**config.mk**
```make
export PLATFORM = sky130hd
export DESIGN_NAME = uart_core_flat
export DESIGN_NICKNAME = d
export VERILOG_FILES = /design/src/rtl/uart_pkg.sv /design/src/rtl/uart_core_if.sv /design/src/rtl/uart_rx.sv /design/src/rtl/uart_core.sv /design/src/flat_wrapper.sv
export SDC_FILE = /design/constraint.sdc
export NUM_CORES = 1
export LEC_CHECK = 0
export BUFFER_PORTS_ARGS = -buffer_cell sky130_fd_sc_hd__clkbuf_2
export CORE_MARGIN = 4
export CORE_UTILIZATION = 45
export DETAILED_ROUTE_END_ITERATION = 6
export SYNTH_ARGS = -nofsm -noshare
export SYNTH_HDL_FRONTEND = slang
export SYNTH_HIERARCHICAL = 1
export SYNTH_SLANG_ARGS = --single-unit
```
**constraint.sdc**
```tcl
create_clock -name clk -period 2.23 [get_ports clk]
set_input_delay 0 -clock clk [delete_from_list [all_inputs] [get_ports clk]]
set_output_delay 0 -clock clk [all_outputs]
set_load 0.1 [all_outputs]
```
**src/rtl/uart_pkg.sv**
```systemverilog
// uart_pkg: shared definitions for the UART engine.
//   - parity-mode constants PAR_NONE / PAR_EVEN / PAR_ODD
//   - TX and RX state types and their state encodings
//   - parity_bit(): parity of a data word for a given mode, used by both directions
package uart_pkg;

    localparam int PAR_NONE = 0;
    localparam int PAR_EVEN = 1;
    localparam int PAR_ODD  = 2;

    typedef logic [2:0] tx_state_t;
    localparam tx_state_t TX_IDLE   = 3'd0;
    localparam tx_state_t TX_START  = 3'd1;
    localparam tx_state_t TX_DATA   = 3'd2;
    localparam tx_state_t TX_PARITY = 3'd3;
    localparam tx_state_t TX_STOP   = 3'd4;

    typedef logic [2:0] rx_state_t;
    localparam rx_state_t RX_IDLE      = 3'd0;
    localparam rx_state_t RX_START     = 3'd1;
    localparam rx_state_t RX_DATA      = 3'd2;
    localparam rx_state_t RX_PARITY    = 3'd3;
    localparam rx_state_t RX_STOP      = 3'd4;
    localparam rx_state_t RX_WAIT_HIGH = 3'd5;

    // Data is zero-extended to the widest legal word; extra zeros do not change the XOR.
    function automatic logic parity_bit(input logic [8:0] data, input int mode);
        logic p;
        p = ^data;
        if (mode == PAR_ODD) begin
            return ~p;
        end else if (mode == PAR_EVEN) begin
            return p;
        end
        return 1'b0;
    endfunction

endpackage

```
**src/rtl/uart_core_if.sv**
```systemverilog
// uart_core_if: word-level handshake between the board-level logic and uart_core.
//   tx_data/tx_valid -> core, tx_ready <- core (transmit request handshake)
//   rx_data/rx_valid/rx_parity_err/rx_frame_err <- core (received word and status)
// master = user of the UART, slave = uart_core.
interface uart_core_if #(
    parameter int DATA_BITS = 8
) ();

    logic [DATA_BITS-1:0] tx_data;
    logic                 tx_valid;
    logic                 tx_ready;
    logic [DATA_BITS-1:0] rx_data;
    logic                 rx_valid;
    logic                 rx_parity_err;
    logic                 rx_frame_err;

    modport master (
        output tx_data, tx_valid,
        input  tx_ready, rx_data, rx_valid, rx_parity_err, rx_frame_err
    );

    modport slave (
        input  tx_data, tx_valid,
        output tx_ready, rx_data, rx_valid, rx_parity_err, rx_frame_err
    );

endinterface

```
**src/rtl/uart_rx.sv**
```systemverilog
// uart_rx: receive half of the UART engine.
// Ports:
//   clk, RSTn      - clock, asynchronous active-low reset
//   rx             - serial input, asynchronous to clk
//   rx_data        - last received word, held until the next frame completes
//   rx_valid       - one-cycle pulse when a frame completes
//   rx_parity_err  - parity mismatch of the last frame (held until next rx_valid)
//   rx_frame_err   - first stop bit of the last frame sampled low (held until next rx_valid)
module uart_rx
    import uart_pkg::*;
#(
    parameter int CLK_DIV   = 16,
    parameter int DATA_BITS = 8,
    parameter int PARITY    = PAR_NONE
) (
    input  logic                 clk,
    input  logic                 RSTn,
    input  logic                 rx,
    output logic [DATA_BITS-1:0] rx_data,
    output logic                 rx_valid,
    output logic                 rx_parity_err,
    output logic                 rx_frame_err
);

    localparam int CW = (CLK_DIV > 2) ? $clog2(CLK_DIV) : 1;
    localparam int BW = $clog2(DATA_BITS);
    // Counter expires at 0, so a load of N-1 gives an N-cycle interval.
    localparam logic [CW-1:0] BIT_LOAD  = CW'(CLK_DIV - 1);
    localparam logic [CW-1:0] HALF_LOAD = CW'(CLK_DIV / 2 - 1);
    localparam logic [BW-1:0] LAST_BIT  = BW'(DATA_BITS - 1);

    logic sync1_q, sync2_q, prev_q;

    rx_state_t            state_q, state_d;
    logic [CW-1:0]        cnt_q, cnt_d;
    logic [BW-1:0]        bit_idx_q, bit_idx_d;
    logic [DATA_BITS-1:0] shreg_q, shreg_d;
    logic                 par_q, par_d;
    logic [DATA_BITS-1:0] data_q, data_d;
    logic                 valid_q, valid_d;
    logic                 perr_q, perr_d;
    logic                 ferr_q, ferr_d;

    // Two-flop synchroniser plus one history flop for falling-edge detection.
    always_ff @(posedge clk or negedge RSTn) begin
        if (!RSTn) begin
            sync1_q <= 1'b1;
            sync2_q <= 1'b1;
            prev_q  <= 1'b1;
        end else begin
            sync1_q <= rx;
            sync2_q <= sync1_q;
            prev_q  <= sync2_q;
        end
    end

    always_comb begin
        state_d   = state_q;
        cnt_d     = cnt_q;
        bit_idx_d = bit_idx_q;
        shreg_d   = shreg_q;
        par_d     = par_q;
        data_d    = data_q;
        valid_d   = 1'b0;
        perr_d    = perr_q;
        ferr_d    = ferr_q;
        case (state_q)
            RX_IDLE: begin
                if (prev_q && !sync2_q) begin
                    state_d = RX_START;
                    cnt_d   = HALF_LOAD;
                end
            end
            RX_START: begin
                if (cnt_q == '0) begin
                    // A line back high at mid start bit was a glitch.
                    if (!sync2_q) begin
                        state_d   = RX_DATA;
                        cnt_d     = BIT_LOAD;
                        bit_idx_d = '0;
                    end else begin
                        state_d = RX_IDLE;
                    end
                end else begin
                    cnt_d = cnt_q - CW'(1);
                end
            end
            RX_DATA: begin
                if (cnt_q == '0) begin
                    shreg_d = {sync2_q, shreg_q[DATA_BITS-1:1]};
                    cnt_d   = BIT_LOAD;
                    if (bit_idx_q == LAST_BIT) begin
                        state_d = (PARITY != PAR_NONE) ? RX_PARITY : RX_STOP;
                    end else begin
                        bit_idx_d = bit_idx_q + BW'(1);
                    end
                end else begin
                    cnt_d = cnt_q - CW'(1);
                end
            end
            RX_PARITY: begin
                if (cnt_q == '0) begin
                    par_d   = sync2_q;
                    cnt_d   = BIT_LOAD;
                    state_d = RX_STOP;
                end else begin
                    cnt_d = cnt_q - CW'(1);
                end
            end
            RX_STOP: begin
                if (cnt_q == '0) begin
                    valid_d = 1'b1;
                    data_d  = shreg_q;
                    perr_d  = (PARITY != PAR_NONE) &&
                              (par_q != parity_bit(9'(shreg_q), PARITY));
                    ferr_d  = ~sync2_q;
                    // A low stop bit may be a break; wait for the line to recover.
                    state_d = sync2_q ? RX_IDLE : RX_WAIT_HIGH;
                end else begin
                    cnt_d = cnt_q - CW'(1);
                end
            end
            RX_WAIT_HIGH: begin
                if (sync2_q) begin
                    state_d = RX_IDLE;
                end
            end
            default: state_d = RX_IDLE;
        endcase
    end

    always_ff @(posedge clk or negedge RSTn) begin
        if (!RSTn) begin
            state_q   <= RX_IDLE;
            cnt_q     <= '0;
            bit_idx_q <= '0;
            shreg_q   <= '0;
            par_q     <= 1'b0;
            data_q    <= '0;
            valid_q   <= 1'b0;
            perr_q    <= 1'b0;
            ferr_q    <= 1'b0;
        end else begin
            state_q   <= state_d;
            cnt_q     <= cnt_d;
            bit_idx_q <= bit_idx_d;
            shreg_q   <= shreg_d;
            par_q     <= par_d;
            data_q    <= data_d;
            valid_q   <= valid_d;
            perr_q    <= perr_d;
            ferr_q    <= ferr_d;
        end
    end

    assign rx_data       = data_q;
    assign rx_valid      = valid_q;
    assign rx_parity_err = perr_q;
    assign rx_frame_err  = ferr_q;

endmodule

```
**src/rtl/uart_core.sv**
```systemverilog
// uart_core: full-duplex UART engine with shared baud divisor.
// Ports:
//   clk, RSTn - clock, asynchronous active-low reset
//   bus       - uart_core_if slave: tx_data/tx_valid/tx_ready request handshake,
//               rx_data/rx_valid/rx_parity_err/rx_frame_err receive results
//   TX        - serial output, idle high
//   RX        - serial input, asynchronous to clk
// The transmit FSM lives here; the receive path is in uart_rx.
module uart_core
    import uart_pkg::*;
#(
    parameter int CLK_DIV   = 16,
    parameter int DATA_BITS = 8,
    parameter int PARITY    = PAR_NONE,
    parameter int STOP_BITS = 1
) (
    input  logic        clk,
    input  logic        RSTn,
    uart_core_if.slave  bus,
    output logic        TX,
    input  logic        RX
);

    localparam int CW = (CLK_DIV > 2) ? $clog2(CLK_DIV) : 1;
    localparam int BW = $clog2(DATA_BITS);
    localparam logic [CW-1:0] BIT_LOAD = CW'(CLK_DIV - 1);
    localparam logic [BW-1:0] LAST_BIT = BW'(DATA_BITS - 1);

    tx_state_t            state_q, state_d;
    logic [CW-1:0]        cnt_q, cnt_d;
    logic [BW-1:0]        bit_idx_q, bit_idx_d;
    logic                 stop_idx_q, stop_idx_d;
    logic [DATA_BITS-1:0] shreg_q, shreg_d;
    logic                 par_q, par_d;
    logic                 line_q, line_d;
    logic                 load;

    always_comb begin
        state_d    = state_q;
        cnt_d      = cnt_q;
        bit_idx_d  = bit_idx_q;
        stop_idx_d = stop_idx_q;
        shreg_d    = shreg_q;
        par_d      = par_q;
        line_d     = line_q;
        load       = 1'b0;
        case (state_q)
            TX_IDLE: begin
                line_d = 1'b1;
                load   = bus.tx_valid;
            end
            TX_START: begin
                if (cnt_q == '0) begin
                    state_d   = TX_DATA;
                    cnt_d     = BIT_LOAD;
                    bit_idx_d = '0;
                    line_d    = shreg_q[0];
                end else begin
                    cnt_d = cnt_q - CW'(1);
                end
            end
            TX_DATA: begin
                if (cnt_q == '0) begin
                    cnt_d = BIT_LOAD;
                    if (bit_idx_q == LAST_BIT) begin
                        if (PARITY != PAR_NONE) begin
                            state_d = TX_PARITY;
                            line_d  = par_q;
                        end else begin
                            state_d    = TX_STOP;
                            stop_idx_d = 1'b0;
                            line_d     = 1'b1;
                        end
                    end else begin
                        bit_idx_d = bit_idx_q + BW'(1);
                        shreg_d   = shreg_q >> 1;
                        line_d    = shreg_q[1];
                    end
                end else begin
                    cnt_d = cnt_q - CW'(1);
                end
            end
            TX_PARITY: begin
                if (cnt_q == '0) begin
                    state_d    = TX_STOP;
                    cnt_d      = BIT_LOAD;
                    stop_idx_d = 1'b0;
                    line_d     = 1'b1;
                end else begin
                    cnt_d = cnt_q - CW'(1);
                end
            end
            TX_STOP: begin
                if (cnt_q == '0) begin
                    if (stop_idx_q == 1'(STOP_BITS - 1)) begin
                        // A request pending at the end of the last stop bit starts
                        // the next frame on this edge, leaving no idle gap.
                        if (bus.tx_valid) begin
                            load = 1'b1;
                        end else begin
                            state_d = TX_IDLE;
                            line_d  = 1'b1;
                        end
                    end else begin
                        stop_idx_d = 1'b1;
                        cnt_d      = BIT_LOAD;
                    end
                end else begin
                    cnt_d = cnt_q - CW'(1);
                end
            end
            default: begin
                state_d = TX_IDLE;
                line_d  = 1'b1;
            end
        endcase
        if (load) begin
            shreg_d = bus.tx_data;
            par_d   = parity_bit(9'(bus.tx_data), PARITY);
            state_d = TX_START;
            cnt_d   = BIT_LOAD;
            line_d  = 1'b0;
        end
    end

    always_ff @(posedge clk or negedge RSTn) begin
        if (!RSTn) begin
            state_q    <= TX_IDLE;
            cnt_q      <= '0;
            bit_idx_q  <= '0;
            stop_idx_q <= 1'b0;
            shreg_q    <= '0;
            par_q      <= 1'b0;
            line_q     <= 1'b1;
        end else begin
            state_q    <= state_d;
            cnt_q      <= cnt_d;
            bit_idx_q  <= bit_idx_d;
            stop_idx_q <= stop_idx_d;
            shreg_q    <= shreg_d;
            par_q      <= par_d;
            line_q     <= line_d;
        end
    end

    assign TX           = line_q;
    assign bus.tx_ready = (state_q == TX_IDLE);

    logic [DATA_BITS-1:0] rx_data;
    logic                 rx_valid;
    logic                 rx_parity_err;
    logic                 rx_frame_err;

    uart_rx #(
        .CLK_DIV   (CLK_DIV),
        .DATA_BITS (DATA_BITS),
        .PARITY    (PARITY)
    ) u_rx (
        .clk           (clk),
        .RSTn          (RSTn),
        .rx            (RX),
        .rx_data       (rx_data),
        .rx_valid      (rx_valid),
        .rx_parity_err (rx_parity_err),
        .rx_frame_err  (rx_frame_err)
    );

    assign bus.rx_data       = rx_data;
    assign bus.rx_valid      = rx_valid;
    assign bus.rx_parity_err = rx_parity_err;
    assign bus.rx_frame_err  = rx_frame_err;

endmodule
```
**src/flat_wrapper.sv**
```systemverilog
// flat-port wrapper written by rule: the top's interface ports become plain ports
module uart_core_flat import uart_pkg::*;
#(
    parameter int CLK_DIV   = 16,
    parameter int DATA_BITS = 8,
    parameter int PARITY    = PAR_NONE,
    parameter int STOP_BITS = 1
)
  (clk, RSTn, TX, RX, bus_tx_data, bus_tx_valid, bus_tx_ready, bus_rx_data, bus_rx_valid, bus_rx_parity_err, bus_rx_frame_err);
  uart_core_if #(.DATA_BITS(DATA_BITS)) bus_i ();
  input  logic clk;
  input  logic RSTn;
  output logic TX;
  input  logic RX;
  input wire logic [$bits(bus_i.tx_data)-1:0] bus_tx_data;
  input wire logic [$bits(bus_i.tx_valid)-1:0] bus_tx_valid;
  output wire logic [$bits(bus_i.tx_ready)-1:0] bus_tx_ready;
  output wire logic [$bits(bus_i.rx_data)-1:0] bus_rx_data;
  output wire logic [$bits(bus_i.rx_valid)-1:0] bus_rx_valid;
  output wire logic [$bits(bus_i.rx_parity_err)-1:0] bus_rx_parity_err;
  output wire logic [$bits(bus_i.rx_frame_err)-1:0] bus_rx_frame_err;
  assign bus_i.tx_data = bus_tx_data;
  assign bus_i.tx_valid = bus_tx_valid;
  assign bus_tx_ready = bus_i.tx_ready;
  assign bus_rx_data = bus_i.rx_data;
  assign bus_rx_valid = bus_i.rx_valid;
  assign bus_rx_parity_err = bus_i.rx_parity_err;
  assign bus_rx_frame_err = bus_i.rx_frame_err;
  uart_core #(.CLK_DIV(CLK_DIV), .DATA_BITS(DATA_BITS), .PARITY(PARITY), .STOP_BITS(STOP_BITS)) u_core (.clk(clk), .RSTn(RSTn), .bus(bus_i), .TX(TX), .RX(RX));
endmodule
```
======== Yosys cells after proc, flatten, opt, wreduce, memory -nomap -nowiden ========
Cells that the tools add are included.
storage, ports and cells
  register bits after elaboration ......... 51
  logic and storage cells ................. 149
cells by class
  $add $sub $neg .......................... 4
  equal/unequal tests ..................... 38
  multiplexer cells ....................... 64
  bitwise logic cells ..................... 1
  reduce and logical (&&, ||, !) cells .... 26
operators with widths
  cell                 number
  $mux 3               23
  $mux 4               9
  $mux 8               4
  $ne 2x2->1 const B   11
  $mux 1               18
  $pmux 3 s6           1
  $pmux 4 s4           1
  $eq 3x3->1 const B   5
  $ne 3x1->1 const B   5
  $pmux 3 s5           1
  $ne 2x1->1 const B   7
  $eq 3x2->1 const B   4
  $pmux 3 s2           2
  $reduce_and 5->1     2
  $logic_not 4->1      2
  $pmux 4 s2           1
  $reduce_and 4->1     2
  $reduce_and 8->1     1
  $reduce_bool 2->1    4
  $sub 4x1->4 const B  2
  $reduce_and 7->1     1
  $add 3x1->3 const B  2
  $eq 3x1->1 const B   2
  $logic_not 3->1      2
  17 further kinds     21

======== Depth between registers and ports, before layout ========
Gate-level depths: netlist of run 1.
  word-level depth ........................ 6
  gate-level depth with buffers ........... 8

======== Hierarchy ========
The synthesis of run 1 kept the hierarchy.
modules (own cells, without submodules)
  module     times used  cells an instance  area each (µm²)  sequential area each (µm²)
  uart_rx    1           114                1416.4           779.5
  uart_core  1           120                1109.8           476.7

======== Worst setup path after synthesis of run 1 ========
No wires, ideal clock.
  kind .................................... register to register
  start ................................... reg u_core.state_q[1]
  end ..................................... reg u_core.cnt_q[2]
  setup time .............................. 0.090 ns
  arrival ................................. 2.511 ns
  path slack .............................. -0.371 ns
  cell stages (with the launch flop) ...... 6
  period minus slack after synthesis ...... 2.601 ns
  path through ............................ dfrtp_1 -> or2_2 -> clkbuf_1 -> nor2_1 -> o21ai_0 -> o2111ai_1
between the ends
  word-level cells in the longest chain between the ends .. 4
  elaborated cells between the ends (all ways) .. 12
  classes of those cells .................. eq/ne: 5; mux: 3; reduce/logical: 4
ends and longest elaborated chain
  what                                                              RTL line            text
  from (decl)                                                       uart_core.sv:29     tx_state_t state_q, state_d;
  from (signal assigned)                                            uart_core.sv:136    state_q <= state_d;
  $logic_not 3->1 *                                                 --
  via bus_tx_ready                                                  flat_wrapper.sv:17  output wire logic [$bits(bus_i.tx_ready)-1:0] bus_tx_ready;
  $pmux 1 s2 *                                                      uart_core.sv:47     case (state_q)
  $ne 4x2->1 (no source line) or $reduce_bool 3->1 (tied branches)  --
  $reduce_and 2->1 (no source line)                                 --
  to (signal assigned)                                              uart_core.sv:137    cnt_q <= cnt_d;
  to (decl)                                                         uart_core.sv:30     logic [CW-1:0] cnt_q, cnt_d;
Mark *: on every way through the listed nets, which the timed path passes. The rest lies on a longest branch.
A chain may end at the register's enable or synchronous reset.

======== Worst setup path after layout of run 1 ========
  start ................................... reg u_core.cnt_q[1]
  end ..................................... reg u_core.shreg_q[6]
between the ends
  word-level cells in the longest chain between the ends .. 5
  elaborated cells between the ends (all ways) .. 8
  classes of those cells .................. eq/ne: 1; mux: 3; reduce/logical: 4
ends and longest elaborated chain
  what                                                              RTL line                          text
  $logic_not 4->1 *                                                 uart_core.sv:63, uart_core.sv:94
  $mux 1                                                            uart_core.sv:94                   if (cnt_q == '0) begin
  $pmux 1 s2                                                        uart_core.sv:47
  $ne 2x1->1 (no source line) or $reduce_bool 2->1 (tied branches)  --
  $reduce_and 3->1 (no source line)                                 --
  to (signal assigned)                                              uart_core.sv:140                  shreg_q <= shreg_d;
  to (decl)                                                         uart_core.sv:33                   logic [DATA_BITS-1:0] shreg_q, shreg_d;
Mark *: on every way between the ends. The rest lies on a longest branch, timed or not.

==> impl_metrics.py, run 1 <==
metrics = {
    "cells_and_area": {
        "finalNetCount": 288,
        "postLayoutCoreUtil_pct": 53.5,
        "drive_above_1_share_pct": 27.7,
        "syn_to_final_growth_pct": 15.9,
        "stdcell_count": 343,
        "layout_commonest_cell": "dfrtp_1",
        "fillers": 503,
        "diodes": 0,
        "stdcell_area_mm2": 0.00293,
        "mostFrequentLayoutCells": "46 x dfrtp_1, 23 x clkbuf_2, 22 x o21ai_0, 20 x mux2_2, 15 x nand2_1",
    },
    "critical_path": {
        "timing.rr.end": "u_core/shreg_q[6]$_DFFE_PN0P_",
        "cp-start-kind": "flop",
        "slowest_stage": "dfrtp_1",
        "r2r_cells": 8,
        "cp_common_cell": "buf_4",
        "slowest_delay_ns": 0.43,
        "crit_chain": "inv_1 -> ha_1 -> nor4b_1 -> buf_4 -> and3_1 -> buf_4 -> mux2i_1 -> o21ai_1",
        "critPathKind": "flop to flop",
        "crit_required_ns": 2.42,
        "crit_path_end_kind": "flop",
        "r2r_start": "u_core/cnt_q[1]$_DFFE_PN0P_",
        "crit_fanout": 6,
        "reg2reg_slack_ns": 0.24,
        "crit_arrival_ns": 2.18,
    },
    "clock_tree": {
        "clockBufferDepth": 2,
        "cts_buffers": 5,
        "ctsResizeCount": 0,
        "clk_pin_slew_worst_paths_ns": 0.10,
        "cts_sinks": 50,
        "cts_root_buf": "clkbuf_8",
        "clock_latency_ns": 0.31,
        "htree_levels": 2,
        "post_cts_buffers": 0,
        "cts_tree": "built",
    },
    "synth": {
        "synthCells": 234,
        "syn_nets": 252,
        "synth_flop_cell": "dfrtp_1",
        "yosysWarningCount": 6,
        "ys_types": 54,
        "synth_area_mm2": 0.00253,
        "avgSynthCellArea_um2": 10.8,
        "synthArstFlopShare_pct": 100,
        "ys_ff_latch": 50,
        "synth_edf_count": 0,
        "yosysSeqAreaShare_pct": 49.7,
    },
    "floorplanning": {
        "initial_utilization_pct": 46.2,
        "rows": 27,
        "io_pins": 25,
        "core_area_mm2": 0.00547,
        "dieArea_mm2": 0.00688,
        "die_h_um": 82.9,
        "fp.dieW_um": 82.9,
    },
    "detailed_routing": {
        "wire_per_inst_um": 13.2,
        "vias_per_cell": 5.37,
        "via_count": 1843,
        "drtPass1Iterations": 4,
        "wl_mm": 4.52,
        "drcViolationCount": 0,
        "drt-initial-drc-count": 71,
        "ant_nets": 0,
    },
    "sta": {
        "rsz0062_at_grt": "false",
        "finalHoldViolations": 0,
        "relSlewSlack_pct": 60.3,
        "tightestPinTransition_ns": 0.595,
        "hold_slack_ns": 0.0751,
        "period_minus_slack_ns": 1.99,
        "setup_slack_ns": 0.238,
        "fin_tns_setup_ns": 0,
        "skew_ns": 0.0113,
        "period_share_pct": 89.3,
        "report.final.slew_viol_count": 0,
        "fmax_ghz": 0.502,
        "setup_viol": 0,
    },
    "power": {
        "leakage_nw": 1.41,
        "peakVddDrop_mv": 0.722,
        "p_sw_mw": 1.12,
        "switching_share_pct": 38.4,
        "internal-power_mw": 1.80,
        "comb_power_share_pct": 33.4,
        "power_density_mw_per_mm2": 997,
        "finalPower_mw": 2.92,
        "p_seq_share_pct": 47.3,
        "pwr-share-clk_pct": 19.3,
    },
    "worst_hold_path": {
        "hold_class": "primary input to flop",
        "min_from": "bus_tx_valid",
        "hold_path_depth": 3,
        "min_to": "u_core/cnt_q[2]$_DFFE_PN0P_",
    },
    "global_route": {
        "grt_pass1_vias": 1795,
        "overflow": 0,
        "antenna_found_initial": 0,
        "grt_use_total_pct": 14.3,
        "grt_pass1_wl_mm": 8.27,
        "grt_max_degree": 26,
    },
    "placement": {
        "placed_area_mm2": 0.00273,
        "place_hpwl_mm": 3.13,
        "dpl.cell_count": 325,
        "port_buffers": 23,
        "dp_slack_ns": 0.239,
        "gp_congestion": 0.797,
    },
    "job": {
        "cap_violations": 0,
    },
    "outcome": {
        "status": "finished, final reports clean",
    },
}
metal layers:
layer  up-vias  track usage, %  routed length, µm
met5         -               0                  0
met4         0            5.79                 85
li1        919               -                  -
met1       891            19.1               2220
met3         9            2.88                130
met2        24            22.7               2080
synth_stat cells, drive strengths merged, types with 2 or more instances:
cell	count	share of area, %
nand2	15	2.2
mux2i	3	1.2
o211ai	2	0.59
o31ai	3	0.89
o22ai	3	0.99
mux2	21	9.5
clkbuf	5	0.74
inv	9	1.3
or4b	2	0.79
dfstp	4	4.2
a22oi	2	0.59
o21a	2	0.59
nand2b	2	0.50
nor4	2	0.50
a22o	7	2.4
a21o	5	1.5
or3	3	0.74
and3	4	0.99
o21ai	24	4.8
xnor2	2	0.69
nor4b	2	0.69
dfrtp	46	46
nor2	15	2.2
or3b	2	0.69
ha	6	3.0
a21oi	6	1.2
buf	10	2.7
nor3b	2	0.79
nand3	6	1.4
nand3b	3	0.89
worst max-delay path: cells and delay by family, from the launching register on:
family | cells | cell delay (ns)
AO/OA/AOI/OAI | 1 | 0.07
adder cells (fa/ha/maj) | 1 | 0.18
buffers and inverters | 3 | 0.44
flip-flops | 1 | 0.43
multiplexers | 1 | 0.18
AND/OR/NAND/NOR | 2 | 0.59
registers in the layout (all words and copies together), names as in the netlist:
register and cells:
u_core/shreg_q 8, u_core/u_rx/rx_data 8, u_core/u_rx/shreg_q 8, u_core/cnt_q 4, u_core/u_rx/cnt_q 4, u_core/bit_idx_q 3
u_core/state_q 3, u_core/u_rx/bit_idx_q 3, u_core/u_rx/state_q 3, u_core/TX 1, u_core/u_rx/prev_q 1, u_core/u_rx/rx_frame_err 1
u_core/u_rx/rx_valid 1, u_core/u_rx/sync1_q 1, u_core/u_rx/sync2_q 1
cell type report:
type | count | area (µm²) | area share [%]
clock inverters | 3 | 28.8 | 0.983
well taps | 72 | 90.1 | 3.08
clock buffers | 5 | 68.8 | 2.35
flip-flops and latches | 50 | 1260 | 42.9
multi-input cells | 160 | 1150 | 39.4
inverters | 9 | 33.8 | 1.15
repair buffers | 44 | 298 | 10.2
worst max path at each step:
stage	start	end	slack, ns	cells past startpoint
2_1_floorplan	u_core/state_q[1]$_DFFE_PN0P_	u_core/cnt_q[2]$_DFFE_PN0P_	0.17	5
3_3_place_gp	u_core/cnt_q[1]$_DFFE_PN0P_	u_core/shreg_q[4]$_DFFE_PN0P_	0.26	8
3_5_place_dp	u_core/cnt_q[1]$_DFFE_PN0P_	u_core/shreg_q[6]$_DFFE_PN0P_	0.24	8
4_1_cts	u_core/cnt_q[1]$_DFFE_PN0P_	u_core/shreg_q[6]$_DFFE_PN0P_	0.19	8
5_1_grt	u_core/cnt_q[1]$_DFFE_PN0P_	u_core/shreg_q[6]$_DFFE_PN0P_	0.02	8
6_report	u_core/cnt_q[1]$_DFFE_PN0P_	u_core/shreg_q[6]$_DFFE_PN0P_	0.24	8
repair_timing:
| item | 4_1_cts | 5_1_grt |
|---|---|---|
| hold endpoints to repair | 32 | 0 |
| endpoints found under the setup margin | 0 | 0 |
| hold buffers | 10 | 0 |
power groups by stage:
| stage | registers [mW] | logic (mW) | clock network [mW] |
|---|---|---|---|
| after floorplan | 1.35 | 0.810 | 0 |
| after global placement | 1.39 | 0.958 | 0 |
| after detailed placement | 1.39 | 0.970 | 0 |
| after CTS | 1.38 | 0.985 | 0.599 |
| after global routing | 1.42 | 1.10 | 0.633 |
| final | 1.38 | 0.976 | 0.563 |
cells by family (layout without fill, tap and decap cells):
family,count (synthesis),count (layout),share of synthesized area (%)
other,1,1,0.148
and+or+nand+nor,64,64,14.1
xor gates and xnor gates,2,2,0.694
buffers and inverters,24,61,4.75
muxes,24,24,10.7
adders and majority gates,6,6,2.97
DFF,50,50,49.7
AOI/OAI and AO/OA,63,63,16.9
No activity file was read; power rests on OpenSTA's default activity.
==> run 2: changes to the inputs <==
- BUFFER_PORTS_ARGS: -buffer_cell sky130_fd_sc_hd__clkbuf_2 -> not set
- CTS_BUF_LIST: not set -> sky130_fd_sc_hd__clkbuf_16
- DONT_BUFFER_PORTS: not set -> 1
- clock period: 2.23 -> 2.1 ns (I/O delays scaled with it)
==> run 2 against run 1 <==
Net effect: worst hold slack worse by 0.060 ns; register-to-register slack worse by 0.07 ns; power up 19%; first-iteration DRC count up 1.4%; global-route usage down 0.54 points; sequential share of layout area down 1.4 points; clock power up 66%; via count down 1.5%; flip-flop and latch count unchanged; clock skew down 0.0064 ns; critical path depth unchanged; setup slack worse by 0.066 ns; critical path type unchanged; critical endpoint is now u_core/shreg_q[5]$_DFFE_PN0P_.
==> impl_metrics.py, run 2 (synthesis gave the netlist of run 1 again) <==
metrics = {
    "detailed_routing": {
        "via_count": 1815,
        "drtPass1Iterations": 4,
        "ant_nets": 0,
        "wl_mm": 4.48,
        "wire_per_inst_um": 13.5,
        "drt-initial-drc-count": 72,
        "drcViolationCount": 0,
        "vias_per_cell": 5.47,
    },
    "floorplanning": {
        "fp.dieW_um": 82.9,
        "initial_utilization_pct": 46.2,
        "dieArea_mm2": 0.00688,
        "core_area_mm2": 0.00547,
        "io_pins": 25,
        "die_h_um": 82.9,
        "rows": 27,
    },
    "sta": {
        "tightestPinTransition_ns": 0.869,
        "setup_slack_ns": 0.172,
        "finalHoldViolations": 0,
        "skew_ns": 0.00491,
        "report.final.slew_viol_count": 0,
        "rsz0062_at_grt": "false",
        "period_share_pct": 91.8,
        "period_minus_slack_ns": 1.93,
        "fmax_ghz": 0.519,
        "hold_slack_ns": 0.0150,
        "relSlewSlack_pct": 42.1,
        "setup_viol": 0,
    },
    "critical_path": {
        "crit_fanout": 10,
        "crit_path_end_kind": "flop",
        "cp-start-kind": "flop",
        "crit_family": "compound AO/OA/AOI/OAI gates",
        "cp.depth": 8,
        "crit_arrival_ns": 2.16,
        "slowest_delay_ns": 0.42,
        "worst-path-buf-inv": 3,
        "crit_required_ns": 2.33,
        "slowest_stage": "dfrtp_1",
        "crit_chain": "inv_1 -> ha_1 -> or3b_4 -> buf_4 -> a21boi_2 -> buf_6 -> a22o_1 -> a21o_1",
        "critPathKind": "flop to flop",
        "r2r_cells": 8,
    },
    "clock_tree": {
        "clk_pin_slew_worst_paths_ns": 0.07,
        "cts_tree": "built",
        "htree_levels": 2,
        "clockBufferDepth": 2,
        "clock_latency_ns": 0.29,
        "cts_buffers": 5,
        "cts_sinks": 50,
        "cts_root_buf": "clkbuf_16",
    },
    "outcome": {
        "status": "finished, final reports clean",
    },
    "placement": {
        "dp_slack_ns": -0.0112,
        "port_buffers": 0,
        "place_hpwl_mm": 3.05,
        "dpl.cell_count": 312,
        "gp_congestion": 0.810,
    },
    "worst_hold_path": {
        "hold_class": "primary input to flop",
        "hold_path_depth": 3,
    },
    "power": {
        "leakage_nw": 1.42,
        "finalPower_mw": 3.47,
        "peakVddDrop_mv": 0.844,
        "power_density_mw_per_mm2": 1150,
    },
    "cells_and_area": {
        "finalNetCount": 277,
        "layout_commonest_cell": "dfrtp_1",
        "syn_to_final_growth_pct": 19.7,
        "stdcell_count": 332,
        "diodes": 0,
        "drive_above_1_share_pct": 25.8,
        "mostFrequentLayoutCells": "46 x dfrtp_1, 22 x o21ai_0, 20 x buf_4, 20 x mux2_2, 15 x nand2_1",
    },
    "global_route": {
        "grt_pass1_wl_mm": 7.94,
        "grt_max_degree": 51,
        "grt_use_total_pct": 13.7,
        "grt_pass1_vias": 1754,
        "overflow": 0,
        "antenna_found_initial": 0,
    },
    "job": {
        "cap_violations": 0,
    },
}
[run 2: path summary, 6_finish.rpt]
| check | from | endpoint | slack, ns |
|---|---|---|---|
| max | u_core/cnt_q[1]$_DFFE_PN0P_ | u_core/shreg_q[5]$_DFFE_PN0P_ | 0.17 |
| min | bus_tx_valid | u_core/cnt_q[0]$_DFFE_PN0P_ | 0.01 |
| max reg2reg | u_core/cnt_q[1]$_DFFE_PN0P_ | u_core/shreg_q[5]$_DFFE_PN0P_ | 0.17 |
| min reg2reg | u_core/u_rx/sync1_q$_DFF_PN1_ | u_core/u_rx/sync2_q$_DFF_PN1_ | 0.36 |
| max in group asynchronous | RSTn | u_core/TX$_DFFE_PN1P_ | 1.60 |
| min in group asynchronous | RSTn | u_core/u_rx/cnt_q[1]$_DFFE_PN0P_ | 0.23 |
[run 2: layout make-up]
cell class	instances	area [µm²]
timing repair buffer	33	299
clock inverter	3	48.8
multi-input combinational	160	1170
sequential	50	1260
inverter	9	33.8
clock buffer	5	125
fill	474	2450
tap	72	90.1
[run 2: report_power, final]
part	switching, mW	total (mW)	internal, mW
registers	0.268	1.46	1.20
clock network	0.366	0.936	0.570
logic	0.577	1.07	0.492
total	1.21	3.47	2.26
[run 2: worst register-to-register path: stages (launching register included)]
cell and delay [ns]:
dfrtp_1 0.42, inv_1 0.07, ha_1 0.18, or3b_4 0.41, buf_4 0.18, a21boi_2 0.22
buf_6 0.17, a22o_1 0.14, a21o_1 0.09
[run 2: layer usage]
layer / share of wire, % / up-vias / global-route usage (%)
li1: - / 896 / -
met4: 1.5 / 0 / 4.90
met5: 0 / - / 0
met1: 47 / 876 / 18.5
met3: 3.7 / 7 / 2.88
met2: 48 / 36 / 21.9
[run 2: through the flow]
stage / TNS (ns) / utilization (%) / cell area [µm²]
after global routing: 0 / 55.3 / 3020
after CTS: 0 / 55.0 / 3010
after detailed placement: -0.0112 / 49.2 / 2690
after floorplan: 0 / - / 2530
after global placement: 0 / 49.2 / 2690
final: 0 / 55.3 / 3020
[run 2: what timing repair did]
action,4_1_cts,5_1_grt
setup endpoints to repair,2,13
hold buffers,12,0
hold endpoints to repair,62,0
resized for setup,1,4
setup buffers,0,0
==> run 3: changes to the inputs <==
- HOLD_SLACK_MARGIN: not set -> 0.06
- RECOVER_POWER: not set -> 100
==> run 3 against run 2 <==
Net effect: clock skew barely moved; sequential share of layout area rose by 1.1 points; fmax is 1.2% lower; setup slack worse by 0.023 ns; register-to-register slack got worse by 0.02 ns; non-clock buffer count stayed put.
==> impl_metrics.py, run 3 (synthesis gave the netlist of run 1 again) <==
metrics = {
    "detailed_routing": {
        "wire_per_inst_um": 13.5,
        "via_count": 1793,
        "ant_nets": 0,
        "drtPass1Iterations": 4,
        "vias_per_cell": 5.40,
        "wl_mm": 4.47,
        "drt-initial-drc-count": 74,
        "drcViolationCount": 0,
    },
    "placement": {
        "place_hpwl_mm": 3.05,
        "gp_congestion": 0.810,
        "port_buffers": 0,
    },
    "power": {
        "leakage_nw": 1.36,
        "peakVddDrop_mv": 0.810,
        "finalPower_mw": 3.44,
        "p_sw_mw": 1.20,
        "power_density_mw_per_mm2": 1170,
        "comb_power_share_pct": 30.3,
        "internal-power_mw": 2.23,
        "pwr-share-clk_pct": 27.2,
        "p_seq_share_pct": 42.5,
        "switching_share_pct": 35.1,
    },
    "floorplanning": {
        "io_pins": 25,
        "core_area_mm2": 0.00547,
        "initial_utilization_pct": 46.2,
        "rows": 27,
        "die_h_um": 82.9,
        "dieArea_mm2": 0.00688,
        "fp.dieW_um": 82.9,
    },
    "cells_and_area": {
        "drive_above_1_share_pct": 20.8,
        "fillers": 489,
        "diodes": 0,
        "layout_commonest_cell": "dfrtp_1",
        "finalNetCount": 277,
        "syn_to_final_growth_pct": 16.7,
        "postLayoutCoreUtil_pct": 53.9,
        "mostFrequentLayoutCells": "46 x dfrtp_1, 23 x o21ai_0, 20 x mux2_2, 15 x nand2_1, 14 x nor2_1",
    },
    "sta": {
        "skew_ns": 0.00486,
        "fmax_ghz": 0.513,
        "relSlewSlack_pct": 18.5,
        "report.final.slew_viol_count": 0,
        "period_share_pct": 92.9,
        "finalHoldViolations": 0,
        "period_minus_slack_ns": 1.95,
        "tightestPinTransition_ns": 1.22,
        "setup_viol": 0,
    },
    "critical_path": {
        "critPathKind": "flop to flop",
        "crit_fanout": 5,
        "crit_path_end_kind": "flop",
        "cp-start-kind": "flop",
        "crit_arrival_ns": 2.12,
        "crit_required_ns": 2.27,
    },
    "clock_tree": {
        "cts_tree": "built",
        "clk_pin_slew_worst_paths_ns": 0.07,
        "cts_sinks": 50,
        "clock_latency_ns": 0.29,
        "cts_buffers": 5,
        "clockBufferDepth": 2,
        "cts_root_buf": "clkbuf_16",
        "htree_levels": 2,
    },
    "global_route": {
        "grt_pass1_vias": 1754,
        "overflow": 0,
        "antenna_found_initial": 0,
        "grt_max_degree": 51,
        "grt_use_total_pct": 13.8,
        "grt_pass1_wl_mm": 7.97,
    },
    "worst_hold_path": {
        "hold_class": "primary input to flop",
    },
    "outcome": {
        "status": "finished, final reports clean",
    },
    "job": {
        "cap_violations": 0,
    },
}
run 3: cell types whose count changed in the layout (fill, tap and decap cells not counted):
cell | before | now
buf_16 | 1 | 0
buf_4 | 20 | 8
clkbuf_1 | 0 | 11
clkbuf_2 | 0 | 2
o21ai_0 | 22 | 23
o21ai_1 | 2 | 1
o22ai_1 | 2 | 3
o22ai_2 | 1 | 0
or3b_1 | 1 | 2
or3b_4 | 1 | 0
run 3: path summary, 6_finish.rpt:
check                                                    from                                 end  slack, ns  cells past startpoint
min in group asynchronous                                RSTn    u_core/u_rx/cnt_q[0]$_DFFE_PN0P_       0.53                      2
worst min register to register  u_core/u_rx/sync1_q$_DFF_PN1_       u_core/u_rx/sync2_q$_DFF_PN1_       0.36                      0
max in group asynchronous                                RSTn  u_core/u_rx/rx_data[3]$_DFFE_PN0N_       0.84                      2
worst max register to register    u_core/cnt_q[1]$_DFFE_PN0P_         u_core/cnt_q[3]$_DFFE_PN0P_       0.15                      6
worst max-delay path              u_core/cnt_q[1]$_DFFE_PN0P_         u_core/cnt_q[3]$_DFFE_PN0P_       0.15                      6
worst min-delay path                             bus_tx_valid         u_core/cnt_q[3]$_DFFE_PN0P_       0.14                      4
run 3: power by group through the flow:
stage | logic (mW) | clock network (mW) | registers, mW
floorplan | 0.860 | 0 | 1.43
global placement | 0.999 | 0 | 1.48
detailed placement | 1.02 | 0 | 1.47
CTS | 1.07 | 0.968 | 1.46
global route | 1.18 | 1.00 | 1.50
finish | 1.04 | 0.934 | 1.46
run 3: through the flow:
step	setup WS [ns]	hold slack, ns	instance area [µm²]	setup TNS, ns	std cells
2_1_floorplan	0.0429	-0.296	2530	0	234
3_3_place_gp	0.0888	-0.294	2690	0	312
3_5_place_dp	-0.0112	-0.294	2690	-0.0112	312
4_1_cts	0.0940	0.105	3010	0	332
5_1_grt	-0.0195	0.175	2950	-0.0195	332
6_report	0.149	0.139	2950	0	332
run 3: worst max-delay path: stages, from the launching register on:
cell       delay (ns)
dfrtp_1          0.42
inv_1            0.07
ha_1             0.18
or3b_1           0.41
mux2_4           0.32
a2111oi_2        0.34
nor2_1           0.08
run 3: final cells by class:
| cell class | count | area (µm²) | area share [%] |
|---|---|---|---|
| clock buffers | 5 | 125 | 4.24 |
| well taps | 72 | 90.1 | 3.05 |
| multi-input cells | 160 | 1160 | 39.4 |
| repair buffers | 33 | 233 | 7.89 |
| clock inverters | 3 | 48.8 | 1.65 |
| flip-flops and latches | 50 | 1260 | 42.6 |
| inverters | 9 | 33.8 | 1.15 |
run 3: repair_timing:
action | 4_1_cts | 5_1_grt
setup buffers | 0 | 0
gates resized for setup | 1 | 3
hold endpoints to repair | 63 | 0
hold buffers | 12 | 0
endpoints found under the setup margin | 2 | 13
run 3: routing by layer:
| metal | up-vias | global-route usage, % | wire (µm) |
|---|---|---|---|
| li1 | 893 | - | - |
| met3 | 7 | 2.88 | 160 |
| met5 | - | 0 | 0 |
| met1 | 860 | 18.6 | 2100 |
| met2 | 33 | 21.9 | 2140 |
| met4 | 0 | 4.90 | 67 |
